`src/rtl/multiply_result_sign_restore.sv`:
```
// Post-multiply sign restore: bit-serial LSB-first two's-complement negation of the product magnitude.
// Optional signed-overflow flag enabled by defining MULTIPLY_RESTORE_OVF_EN.
module multiply_result_sign_restore #(
  parameter int WIDTH = 8
) (
  input  logic             i_clk,
  input  logic             i_rst,
  input  logic             i_restore_sel,
  input  logic [WIDTH-1:0] i_product_reg,
  input  logic             i_first_sign,
  input  logic             i_second_sign,
  output logic [WIDTH-1:0] o_result,
  output logic             o_result_neg,
  output logic             o_result_ovf,
  output logic             o_busy,
  output logic             o_restore_finish
);

  // state     | meaning
  // S_IDLE    | waiting for restore_sel
  // S_CONVERT | one result bit per clock, LSB first
  // S_DONE    | result valid, waiting for restore_sel to drop
  typedef enum logic [1:0] {
    S_IDLE    = 2'd0,
    S_CONVERT = 2'd1,
    S_DONE    = 2'd2
  } state_t;

  localparam int IW = $clog2(WIDTH);
  localparam logic [IW-1:0] LAST_IDX = IW'(WIDTH - 1);

  state_t           r_state;
  logic [WIDTH-1:0] r_p_cap;
  logic             r_neg_cap;
  logic [IW-1:0]    r_idx;
  logic             r_carry;

  logic w_bit_in;
  logic w_res_bit;
  logic w_last;

  assign w_bit_in  = r_p_cap[r_idx];
  assign w_res_bit = r_neg_cap ? (~w_bit_in ^ r_carry) : w_bit_in;
  assign w_last    = (r_idx == LAST_IDX);

  always_ff @(posedge i_clk or posedge i_rst) begin
    if (i_rst) begin
      r_state          <= S_IDLE;
      r_p_cap          <= '0;
      r_neg_cap        <= 1'b0;
      r_idx            <= '0;
      r_carry          <= 1'b0;
      o_result         <= '0;
      o_result_neg     <= 1'b0;
      o_busy           <= 1'b0;
      o_restore_finish <= 1'b0;
    end else begin
      case (r_state)
        S_IDLE: begin
          if (i_restore_sel) begin
            r_p_cap          <= i_product_reg;
            r_neg_cap        <= i_first_sign ^ i_second_sign;
            r_idx            <= '0;
            r_carry          <= 1'b1;
            o_busy           <= 1'b1;
            o_restore_finish <= 1'b0;
            r_state          <= S_CONVERT;
          end
        end
        S_CONVERT: begin
          o_result[r_idx] <= w_res_bit;
          if (r_neg_cap) begin
            r_carry <= ~w_bit_in & r_carry;
          end
          if (w_last) begin
            o_busy           <= 1'b0;
            o_restore_finish <= 1'b1;
            // A zero magnitude negates to zero, so it is never reported as negative.
            o_result_neg     <= r_neg_cap & (|r_p_cap);
            r_state          <= S_DONE;
          end else begin
            r_idx <= r_idx + 1'b1;
          end
        end
        S_DONE: begin
          if (!i_restore_sel) begin
            o_restore_finish <= 1'b0;
            r_state          <= S_IDLE;
          end
        end
        default: r_state <= S_IDLE;
      endcase
    end
  end

`ifdef MULTIPLY_RESTORE_OVF_EN
  logic w_ovf;

  // Magnitude 2^(WIDTH-1) is representable only as a negative value.
  assign w_ovf = r_neg_cap ? (r_p_cap[WIDTH-1] & (|r_p_cap[WIDTH-2:0]))
                           : r_p_cap[WIDTH-1];

  always_ff @(posedge i_clk or posedge i_rst) begin
    if (i_rst) begin
      o_result_ovf <= 1'b0;
    end else if (r_state == S_CONVERT && w_last) begin
      o_result_ovf <= w_ovf;
    end
  end
`else
  assign o_result_ovf = 1'b0;
`endif

endmodule

```
`config.mk`:
```
export PLATFORM = sky130hd
export DESIGN_NAME = multiply_result_sign_restore
export DESIGN_NICKNAME = d
export VERILOG_FILES = /design/src/rtl/multiply_result_sign_restore.sv
export SDC_FILE = /design/constraint.sdc
export NUM_CORES = 1
export LEC_CHECK = 0
export BUFFER_PORTS_ARGS = -buffer_cell sky130_fd_sc_hd__buf_4
export CORE_ASPECT_RATIO = 0.8
export CORE_UTILIZATION = 50
export CTS_BUF_LIST = sky130_fd_sc_hd__clkbuf_4 sky130_fd_sc_hd__clkbuf_8
export DETAILED_ROUTE_END_ITERATION = 12
export GPL_ROUTABILITY_DRIVEN = 0
export GPL_TIMING_DRIVEN = 0
export PLACE_DENSITY = 0.73
export SYNTH_ARGS = -nofsm -noshare
export SYNTH_HDL_FRONTEND = slang
export SYNTH_SLANG_ARGS = --single-unit
```
`constraint.sdc`:
```
create_clock -name i_clk -period 2.49 [get_ports i_clk]
set_clock_uncertainty 0.1 [all_clocks]
set_input_delay 0.249 -clock i_clk [delete_from_list [all_inputs] [get_ports i_clk]]
set_output_delay 0.249 -clock i_clk [all_outputs]
set_load 0.02 [all_outputs]
```
; ---- Yosys cells after proc, flatten, opt, wreduce, memory -nomap -nowiden
; Cells that the tools add are included.
[word_totals]
regBits = 26
[op_classes]
magnitude_cmp = 2
bitwise_logic = 5
add_sub_neg = 1
n_reduce_logical = 12
eq_ne = 8
mux = 22
[ops]
columns = op, n
row1 = $reduce_and A3 Y1, 4
row2 = $ne A2 B2 Y1 const B, 5
row3 = $mux W1, 9
row4 = $bwmux W8, 1
row5 = $reduce_or A8 Y1, 1
row6 = $mux W2, 3
row7 = $mux W3, 2
row8 = $pmux W2 S3, 1
row9 = $pmux W3 S2, 1
row10 = $lt A3 B4 Y1 const B, 1
row11 = $pmux W1 S2, 2
row12 = $reduce_and A2 Y1, 2
row13 = $reduce_and A4 Y1, 1
row14 = $add A3 B1 Y3 const B, 1
row15 = $bmux W1 S3, 1
row16 = $demux W1 S3, 1
row17 = $eq A3 B3 Y1 const B, 1
row18 = $ge A3 B1 Y1 const B, 1
row19 = $pmux W1 S3, 1
row20 = $reduce_bool A3 Y1, 1
row21 = $and A1 B1 Y1, 2
row22 = $eq A2 B1 Y1 const B, 1
row23 = $eq A2 B2 Y1 const B, 1
row24 = $logic_not A2 Y1, 1
row25 = other kinds (4), 5

; ---- Logic depth before layout (Yosys ltp)
; Gate-level depths: netlist of the first run.
[logic_depth]
word_depth = 6
mapped_depth = 9

; ---- Least setup slack after synthesis of the first run
; No wires, ideal clock.
[synth_path]
kind = register -> register
startpoint = reg r_idx[1]
endpoint = reg o_result[2]
n_path_buf = 1
t_arrival_ps = 1811
synth_period_minus_slack_ps = 2041
slack_ps = 449
path_stages_with_launch = 9
cell_sequence = dfrtp_1 > or2_2 > o22ai_1 > nor2_1 > ha_1 > and2_1 > buf_4 > nor3_1 > a21oi_1
[synth_between]
elab_chain_len = 6
elab_cells_between_ends = 11
cone_classes = order compare (2) / mux (6) / bitwise (2) / reduce/logical (1)
[synth_lines]
columns = item, line_no
row1 = "start, declared", 35  ; logic [IW-1:0] r_idx;
row2 = "start signal, assigned", 82  ; r_idx <= r_idx + 1'b1;
row3 = branches (longest 5 deep; another with $lt A3 B4 Y1), n/a
row4 = $bwmux W8 *, 71  ; o_result[r_idx] <= w_res_bit;
row5 = "end signal, assigned by index", 71
row6 = "end, declared", 12  ; output logic [WIDTH-1:0] o_result,
; Mark *: on every way between the ends. The select of a mux whose other input is x is not followed.
; A chain may end at the register's enable or synchronous reset.

; ---- Worst setup path after layout of the first run
; Same ends and word-level chain as after synthesis.

==> results.json, run 1 <==
{
  "outcome": "completed",
  "insertion_delay_ps": 320,
  "finalCriticalPeriod_ps": 2260,
  "fmax_mhz": 442,
  "worst_slew_pin_slew_ps": 959,
  "ios": 25,
  "drt-pass1-iter-count": 4,
  "min_period_over_period_pct": 91.0,
  "critPathRequiredTime_ps": 2600,
  "worst_path_max_delay_cell": "dfrtp_1",
  "grt_overflow": 0,
  "track_usage_pct": 20.5,
  "syn_to_final_growth_pct": 19.3,
  "dieWidth_um": 59.4,
  "synth_cell_types": 30,
  "synth-compound-area-share_pct": 10.5,
  "syn_nets": 151,
  "synth_adder_area_share_pct": 2.85,
  "seq_area_frac_synth_pct": 49.4,
  "drtAntennaViolNets": 0,
  "seqPwrFrac_pct": 36.8,
  "syn_area_um2": 1320,
  "synthMuxAreaShare_pct": 11.4,
  "grt_max_degree": 27,
  "swShare_pct": 40.8,
  "drt_wl_total_mm": 2.39,
  "cts_sinks": 26,
  "cts_buffers": 3,
  "layout_common_cells": "26 x dfrtp_1, 25 x buf_4, 21 x nor2_1",
  "synth-simple-area-share_pct": 18.8,
  "worst-path-stages": 8,
  "p_comb_share_pct": 53.0,
  "cts_max_path_buffers": 2,
  "r2r_cells": 8,
  "clock_power_share_pct": 10.2,
  "io_buffers": 23,
  "synth-async-reset-ratio_pct": 100,
  "synth_top_family_by_area": "simple AND/OR/NAND/NOR gates",
  "cts_setup_buffers": 0,
  "avgSynthCellArea_um2": 9.75,
  "setup_violations": 0,
  "detail_route.vias_per_cell": 5.10,
  "finalHoldViolations": 0,
  "relSlewSlack_pct": 36.0,
  "synthXorXnorAreaFrac_pct": 1.33,
  "syn_inst": 135,
  "dieArea_um2": 2840,
  "drt_iter0_drc": 38,
  "nets": 179,
  "synth_ff_type": "dfrtp_1",
  "hold_path.class": "in2async",
  "cap_violations": 0,
  "cts_root_buf": "clkbuf_4",
  "drcViolationCount": 0,
  "power.switching_uw": 842,
  "crit_family": "simple AND/OR/NAND/NOR gates",
  "p_total_mw": 2.06,
  "finalMaxSlewViolations": 0,
  "cts_resized": 0,
  "ctsHoldBuffers": 0,
  "critPathKind": "reg2reg",
  "num_rows": 16,
  "setup-tns-final_ps": 0,
  "hpwl_mm": 1.79,
  "crit_arrival_ps": 2370,
  "final_common_cell": "dfrtp_1",
  "die_h_um": 47.9,
  "htreeDepth": 1,
  "p_int_mw": 1.22,
  "worst_setup_path_end_kind": "register",
  "cts_tree": "yes",
  "initial_core_util_pct": 53.5,
  "powerDensity_nw_per_um2": 1310,
  "fillers": 213,
  "drive_above_1_share_pct": 27.2,
  "path_buf_inv": 1,
  "core_um2": 2460,
  "num_vias": 1009,
  "crit_fanout": 8,
  "leakagePower_nw": 0.720,
  "ys_ff_latch": 26,
  "rsz0062_at_grt": "no",
  "yosys_warnings": 0,
  "wl_per_cell_um": 12.1,
  "first_global_vias": 941,
  "grt_pass1_wl_mm": 4.15,
  "antenna_found_initial": 0,
  "critPathMaxStageDelay_ps": 460,
  "diodes": 0,
  "clkSlewWorstSetupHoldPaths_ps": 130,
  "synth_edf_count": 0,
  "path_cells": "or2_2, o22ai_1, nor2_1, ha_1, and2_1, buf_4, nor3_1, a21oi_1",
  "max-vdd-ir-drop_mv": 0.615,
  "start_kind": "register"
}
[registers in the layout, indices dropped and copies added, names as in the netlist]
register / flops
o_restore_finish: 1
r_state: 2
o_result_neg: 1
r_neg_cap: 1
r_p_cap: 8
o_busy: 1
r_idx: 3
r_carry: 1
o_result: 8
[worst reg2reg max path, delay by kind of cell, from the launching register on]
| kind | cells | cell delay, ps |
|---|---|---|
| AOI/OAI and AO/OA | 2 | 360 |
| adders and majority gates | 1 | 280 |
| buffers and inverters | 1 | 150 |
| DFF | 1 | 460 |
| and+or+nand+nor | 4 | 810 |
[power by group through the flow]
stage               Clock, mW  Sequential [mW]  Combinational [mW]
floorplan                   0            0.847               0.701
global placement            0            0.756                1.07
detailed placement          0            0.770                1.10
CTS                     0.220            0.761                1.10
global route            0.238            0.789                1.24
finish                  0.210            0.759                1.09
[path summary, 6_finish.rpt]
| check | end | slack (ps) | start |
|---|---|---|---|
| worst max-delay path | o_result[2] | 230 | r_idx[1] |
| worst min-delay path | r_state[0] | 40 | i_rst |
| worst max register to register | o_result[2] | 230 | r_idx[1] |
| worst min register to register | o_result_neg | 400 | o_result_neg |
| max in group asynchronous | r_idx[2] | 1680 | i_rst |
| min in group i_clk | r_p_cap[2] | 50 | i_product_reg[2] |
[synthesized netlist by cell type, drive strengths merged, types with 2 or more instances]
| library cell | count | area, um^2 |
|---|---|---|
| mux2i | 6 | 60.1 |
| nand2b | 4 | 25.0 |
| o21ai | 10 | 50.1 |
| nand3 | 2 | 10.0 |
| ha | 3 | 37.5 |
| nor2 | 21 | 78.8 |
| or2 | 2 | 15.0 |
| nand2 | 10 | 37.5 |
| mux2 | 8 | 90.1 |
| inv | 4 | 15.0 |
| dfrtp | 26 | 651 |
| a21oi | 9 | 45.0 |
| o22ai | 3 | 18.8 |
| buf | 7 | 52.5 |
| nor3 | 6 | 30.0 |
| or4 | 2 | 15.0 |
| xnor2 | 2 | 17.5 |
[stage by stage]
step                util [%]  instances  setup slack (ps)  area [um^2]  hold slack [ps]
finish                  63.8        198               225         1570             37.6
global route            63.8        198              57.8         1570             20.8
CTS                     63.8        198               229         1570             36.0
detailed placement      62.3        194               255         1530              374
global placement        62.3        194               301         1530              368
floorplan                  -        135               449         1320              189
[layout make-up]
class / instances / area (um^2) / share of cell area, %
plain buffers: 8 / 56.3 / 3.59
well taps: 36 / 45.0 / 2.87
multi-input cells: 97 / 594 / 37.8
flip-flops and latches: 26 / 651 / 41.4
repair buffers: 23 / 173 / 11.0
clock buffers: 4 / 36.3 / 2.31
inverters: 4 / 15.0 / 0.956
[metal layers]
| metal | wire length (um) | GRT usage (%) |
|---|---|---|
| met1 | 1150 | 25.5 |
| met2 | 1120 | 35.1 |
| met3 | 100 | 5.68 |
| met4 | 27 | 7.14 |
| met5 | 0 | 0 |
[kinds of logic after synthesis]
| logic type | after synthesis |
|---|---|
| multiplexers | 14 |
| AO/OA/AOI/OAI | 25 |
| adder cells (fa/ha/maj) | 3 |
| AND/OR/NAND/NOR | 52 |
| other | 1 |
| flip-flops | 26 |
| XOR/XNOR | 2 |
| buffers and inverters | 12 |
No activity file was read; power rests on OpenSTA's default activity.
==> inputs of run 2 (changes only) <==
--- a/config.mk
+++ b/config.mk
@@ -5,10 +5,11 @@
 export SDC_FILE = /design/constraint.sdc
 export NUM_CORES = 1
 export LEC_CHECK = 0
+export ABC_CLOCK_PERIOD_IN_PS = 2490
 export BUFFER_PORTS_ARGS = -buffer_cell sky130_fd_sc_hd__buf_4
 export CORE_ASPECT_RATIO = 0.8
 export CORE_UTILIZATION = 50
-export CTS_BUF_LIST = sky130_fd_sc_hd__clkbuf_4 sky130_fd_sc_hd__clkbuf_8
+export CTS_BUF_LIST = sky130_fd_sc_hd__clkbuf_8 sky130_fd_sc_hd__clkbuf_16
 export DETAILED_ROUTE_END_ITERATION = 12
 export GPL_ROUTABILITY_DRIVEN = 0
 export GPL_TIMING_DRIVEN = 0
==> constraint.sdc (replaced) <==
create_clock -name i_clk -period 2.49 [get_ports i_clk]
set_clock_uncertainty 0.1 [all_clocks]
set_input_delay 0.249 -clock i_clk [delete_from_list [all_inputs] [get_ports i_clk]]
set_output_delay 0.249 -clock i_clk [all_outputs]
set_load 0.01 [all_outputs]
==> run 2 against run 1 <==
  * Die area unchanged
  * Register-to-register slack about the same
  * Via count up 1.9%
  * Setup slack better by 1.8 ps
  * Final area up 1.2%
  * Clock power up 29%
  * Largest power group unchanged
  * Global-route usage up 0.060 points
  * Final cell count unchanged
  * Fmax about the same
  * Total power down 0.44%
==> results.json, run 2 (synthesized netlist as in run 1, its figures left out) <==
{
  "outcome": "completed",
  "dp.cells": 194,
  "grt_overflow": 0,
  "htreeDepth": 1,
  "rsz0062_at_grt": "no",
  "insertion_delay_ps": 270,
  "layout_common_cells": "26 x dfrtp_1, 25 x buf_4, 21 x nor2_1",
  "worst_path_max_delay_cell": "dfrtp_1",
  "utilization_pct": 64.5,
  "num_rows": 16,
  "antenna_found_initial": 0,
  "track_usage_pct": 20.5,
  "min_period_over_period_pct": 90.9,
  "hold_ws_ps": 99.0,
  "cts_buffers": 3,
  "clkSlewWorstSetupHoldPaths_ps": 90,
  "core_um2": 2460,
  "wl_per_cell_um": 12.2,
  "grt_pass1_wl_mm": 4.15,
  "num_vias": 1028,
  "relSlewSlack_pct": 36.2,
  "leakagePower_nw": 0.728,
  "crit_fanout": 8,
  "p_total_mw": 2.05,
  "final_cells": 198,
  "critPathMaxStageDelay_ps": 440,
  "path_buf_inv": 1,
  "fmax_mhz": 442,
  "cts_sinks": 26,
  "path_cells": "or2_2, o22ai_1, nor2_1, ha_1, and2_1, buf_4, nor3_1, a21oi_1",
  "cts_setup_buffers": 0,
  "crit_arrival_ps": 2310,
  "final_area_um2": 1590,
  "placed_cell_area_um2": 1530,
  "worst_setup_path_end_kind": "register",
  "detail_route.vias_per_cell": 5.19,
  "cap_violations": 0,
  "ios": 25,
  "max-vdd-ir-drop_mv": 0.679,
  "critPathRequiredTime_ps": 2540,
  "pre_cts_ws_ps": 255,
  "ctsHoldBuffers": 0,
  "finalMaxSlewViolations": 0,
  "diodes": 0,
  "reg_top3": "o_result x8, r_p_cap x8, r_idx x3",
  "cts_root_buf": "clkbuf_8",
  "final_common_cell": "dfrtp_1",
  "io_buffers": 23,
  "hpwl_mm": 1.79,
  "drtAntennaViolNets": 0,
  "fin_ws_ps": 227,
  "dieArea_um2": 2840,
  "drt_wl_total_mm": 2.42,
  "hold_path.class": "in2async",
  "powerDensity_nw_per_um2": 1290,
  "cts_resized": 0,
  "initial_core_util_pct": 53.5,
  "crit_family": "simple AND/OR/NAND/NOR gates",
  "drt_iter0_drc": 34,
  "start_kind": "register",
  "dieWidth_um": 59.4,
  "cts_tree": "yes",
  "syn_to_final_growth_pct": 20.7,
  "critPathKind": "reg2reg",
  "drcViolationCount": 0,
  "die_h_um": 47.9,
  "drive_above_1_share_pct": 27.2,
  "setup_violations": 0,
  "nets": 179,
  "cts_max_path_buffers": 2,
  "first_global_vias": 943,
  "worst_slew_pin_slew_ps": 956,
  "setup-tns-final_ps": 0,
  "grt_max_degree": 27,
  "finalHoldViolations": 0,
  "finalCriticalPeriod_ps": 2260,
  "drt-pass1-iter-count": 4
}
[run 2: path summary, 6_finish.rpt]
kind	slack, ps	startpoint	endpoint	depth (start not counted)
worst max-delay path	230	r_idx[1]	o_result[2]	8
worst min-delay path	100	i_rst	r_state[0]	2
worst max register to register	230	r_idx[1]	o_result[2]	8
worst min register to register	380	o_result_neg	o_result_neg	2
max in group asynchronous	1610	i_rst	o_result[7]	2
min in group i_clk	110	i_product_reg[2]	r_p_cap[2]	2
[run 2: routing by layer]
layer	routed length, um	global-route usage, %	part of all wire (%)
met1	1110	25.1	46
met2	1140	35.7	47
met3	140	5.68	5.8
met4	28	7.14	1.2
met5	0	0	0
[run 2: layout make-up]
class	instances	area [um^2]
Multi-Input combinational cell	97	594
Fill cell	209	873
Tap cell	36	45.0
Timing Repair Buffer	23	173
Sequential cell	26	651
Inverter	4	15.0
Clock buffer	4	55.1
Buffer	8	56.3
[run 2: power breakdown]
part / switching, mW / internal [mW] / leakage (nW)
Combinational: 0.519 / 0.503 / 0.394
Sequential: 0.135 / 0.627 / 0.305
Clock: 0.129 / 0.141 / 0.0288
Total: 0.783 / 1.27 / 0.728
==> inputs of run 3 (changes only) <==
--- a/config.mk
+++ b/config.mk
@@ -13,7 +13,7 @@
 export DETAILED_ROUTE_END_ITERATION = 12
 export GPL_ROUTABILITY_DRIVEN = 0
 export GPL_TIMING_DRIVEN = 0
-export PLACE_DENSITY = 0.73
+export PLACE_DENSITY_LB_ADDON = 0.2
 export SYNTH_ARGS = -nofsm -noshare
 export SYNTH_HDL_FRONTEND = slang
 export SYNTH_SLANG_ARGS = --single-unit
==> run 3 against run 2 <==
  * Fmax is 0.78% lower
  * Final area stayed put
  * Die area stayed put
  * Setup slack worse by 18 ps
  * Clock power hardly changed
  * Sequential cell count stayed put
  * Sequential share of layout area stayed put
==> results.json, run 3 (synthesized netlist as in run 1, its figures left out) <==
{
  "outcome": "completed",
  "die_h_um": 47.9,
  "swShare_pct": 39.0,
  "p_total_mw": 2.08,
  "detail_route.vias_per_cell": 5.28,
  "critPathKind": "reg2reg",
  "wl_per_cell_um": 13.0,
  "finalHoldViolations": 0,
  "utilization_pct": 64.5,
  "num_rows": 16,
  "rr_endpoint": "o_result[2]",
  "hpwl_mm": 1.88,
  "regToRegStartpoint": "r_idx[1]",
  "critPathRequiredTime_ps": 2540,
  "drcViolationCount": 0,
  "relSlewSlack_pct": 36.0,
  "critPathCapture": "o_result[2]",
  "drt-pass1-iter-count": 4,
  "r2r_cells": 8,
  "reg_top3": "o_result x8, r_p_cap x8, r_idx x3",
  "grt_pass1_wl_mm": 4.20,
  "drive_above_1_share_pct": 27.2,
  "cts_max_path_buffers": 2,
  "cp-startpoint": "r_idx[1]",
  "worst_setup_path_end_kind": "register",
  "initial_core_util_pct": 53.5,
  "fin_ws_ps": 209,
  "grt_overflow": 0,
  "worst_slew_pin_slew_ps": 959,
  "start_kind": "register",
  "r2r_setup_slack_ps": 210,
  "p_comb_share_pct": 50.1,
  "cts_setup_buffers": 0,
  "cts_root_buf": "clkbuf_8",
  "clock_power_share_pct": 13.0,
  "max-vdd-ir-drop_mv": 0.585,
  "drt_iter0_drc": 22,
  "syn_to_final_growth_pct": 20.7,
  "final_common_cell": "dfrtp_1",
  "antenna_found_initial": 0,
  "cts_buffers": 3,
  "hold_path.class": "in2async",
  "grt_max_degree": 27,
  "cts_tree": "yes",
  "finalMaxSlewViolations": 0,
  "setup_violations": 0,
  "ctsHoldBuffers": 0,
  "dieArea_um2": 2840,
  "leakagePower_nw": 0.728,
  "track_usage_pct": 20.9,
  "crit_arrival_ps": 2330,
  "num_vias": 1046,
  "cap_violations": 0,
  "finalCriticalPeriod_ps": 2280,
  "layout_common_cells": "26 x dfrtp_1, 25 x buf_4, 21 x nor2_1",
  "drtAntennaViolNets": 0,
  "setup-tns-final_ps": 0,
  "fmax_mhz": 438,
  "min_period_over_period_pct": 91.6,
  "cts_resized": 0,
  "io_buffers": 23,
  "ios": 25,
  "first_global_vias": 935,
  "power.switching_uw": 813,
  "powerDensity_nw_per_um2": 1310,
  "cts_sinks": 26,
  "diodes": 0,
  "dieWidth_um": 59.4,
  "pre_cts_ws_ps": 262,
  "drt_wl_total_mm": 2.58,
  "rsz0062_at_grt": "no",
  "clkSlewWorstSetupHoldPaths_ps": 90,
  "nets": 179,
  "core_um2": 2460,
  "seqPwrFrac_pct": 36.9,
  "insertion_delay_ps": 270,
  "crit_fanout": 8,
  "htreeDepth": 1,
  "p_int_mw": 1.27
}
[run 3: per-layer routing]
| metal | up-vias | GRT usage (%) | wire, um |
|---|---|---|---|
| met3 | 2 | 4.86 | 112 |
| met1 | 505 | 25.9 | 1150 |
| li1 | 513 | - | - |
| met5 | - | 0 | 0 |
| met2 | 26 | 36.2 | 1310 |
| met4 | 0 | 8.10 | 12 |
[run 3: how the worst min path moves through the flow]
stage / from / to / slack (ps) / cells after the start
floorplan: i_rst / o_busy / 190 / 1
global route: i_product_reg[7] / r_p_cap[7] / 90 / 2
CTS: i_product_reg[7] / r_p_cap[7] / 100 / 2
detailed placement: o_result_neg / o_result_neg / 380 / 2
global placement: o_restore_finish / o_restore_finish / 370 / 2
finish: i_rst / o_busy / 90 / 2
[run 3: power groups by stage]
stage,logic [mW],clock network [mW],registers (mW)
detailed placement,1.04,0,0.778
finish,1.04,0.271,0.770
floorplan,0.701,0,0.781
global route,1.17,0.301,0.797
CTS,1.04,0.276,0.770
global placement,0.997,0,0.758
[run 3: stage by stage]
| stage | instances | hold WS [ps] | cell area, um^2 |
|---|---|---|---|
| 2_1_floorplan | 135 | 189 | 1320 |
| 3_3_place_gp | 194 | 367 | 1530 |
| 3_5_place_dp | 194 | 383 | 1530 |
| 4_1_cts | 198 | 100 | 1590 |
| 5_1_grt | 198 | 90.6 | 1590 |
| 6_report | 198 | 92.2 | 1590 |
[run 3: worst max-delay path, stage by stage, from the launching register on]
cell     delay [ps]
dfrtp_1         450
or2_2           370
o22ai_1         250
nor2_1          140
ha_1            280
and2_1          150
buf_4           160
nor3_1          170
a21oi_1          90
[run 3: area by class of cell]
cell class / count / area [um^2]
Multi-Input combinational cell: 97 / 594
Buffer: 8 / 56.3
Sequential cell: 26 / 651
Clock buffer: 4 / 55.1
Inverter: 4 / 15.0
Fill cell: 210 / 873
Tap cell: 36 / 45.0
Timing Repair Buffer: 23 / 173
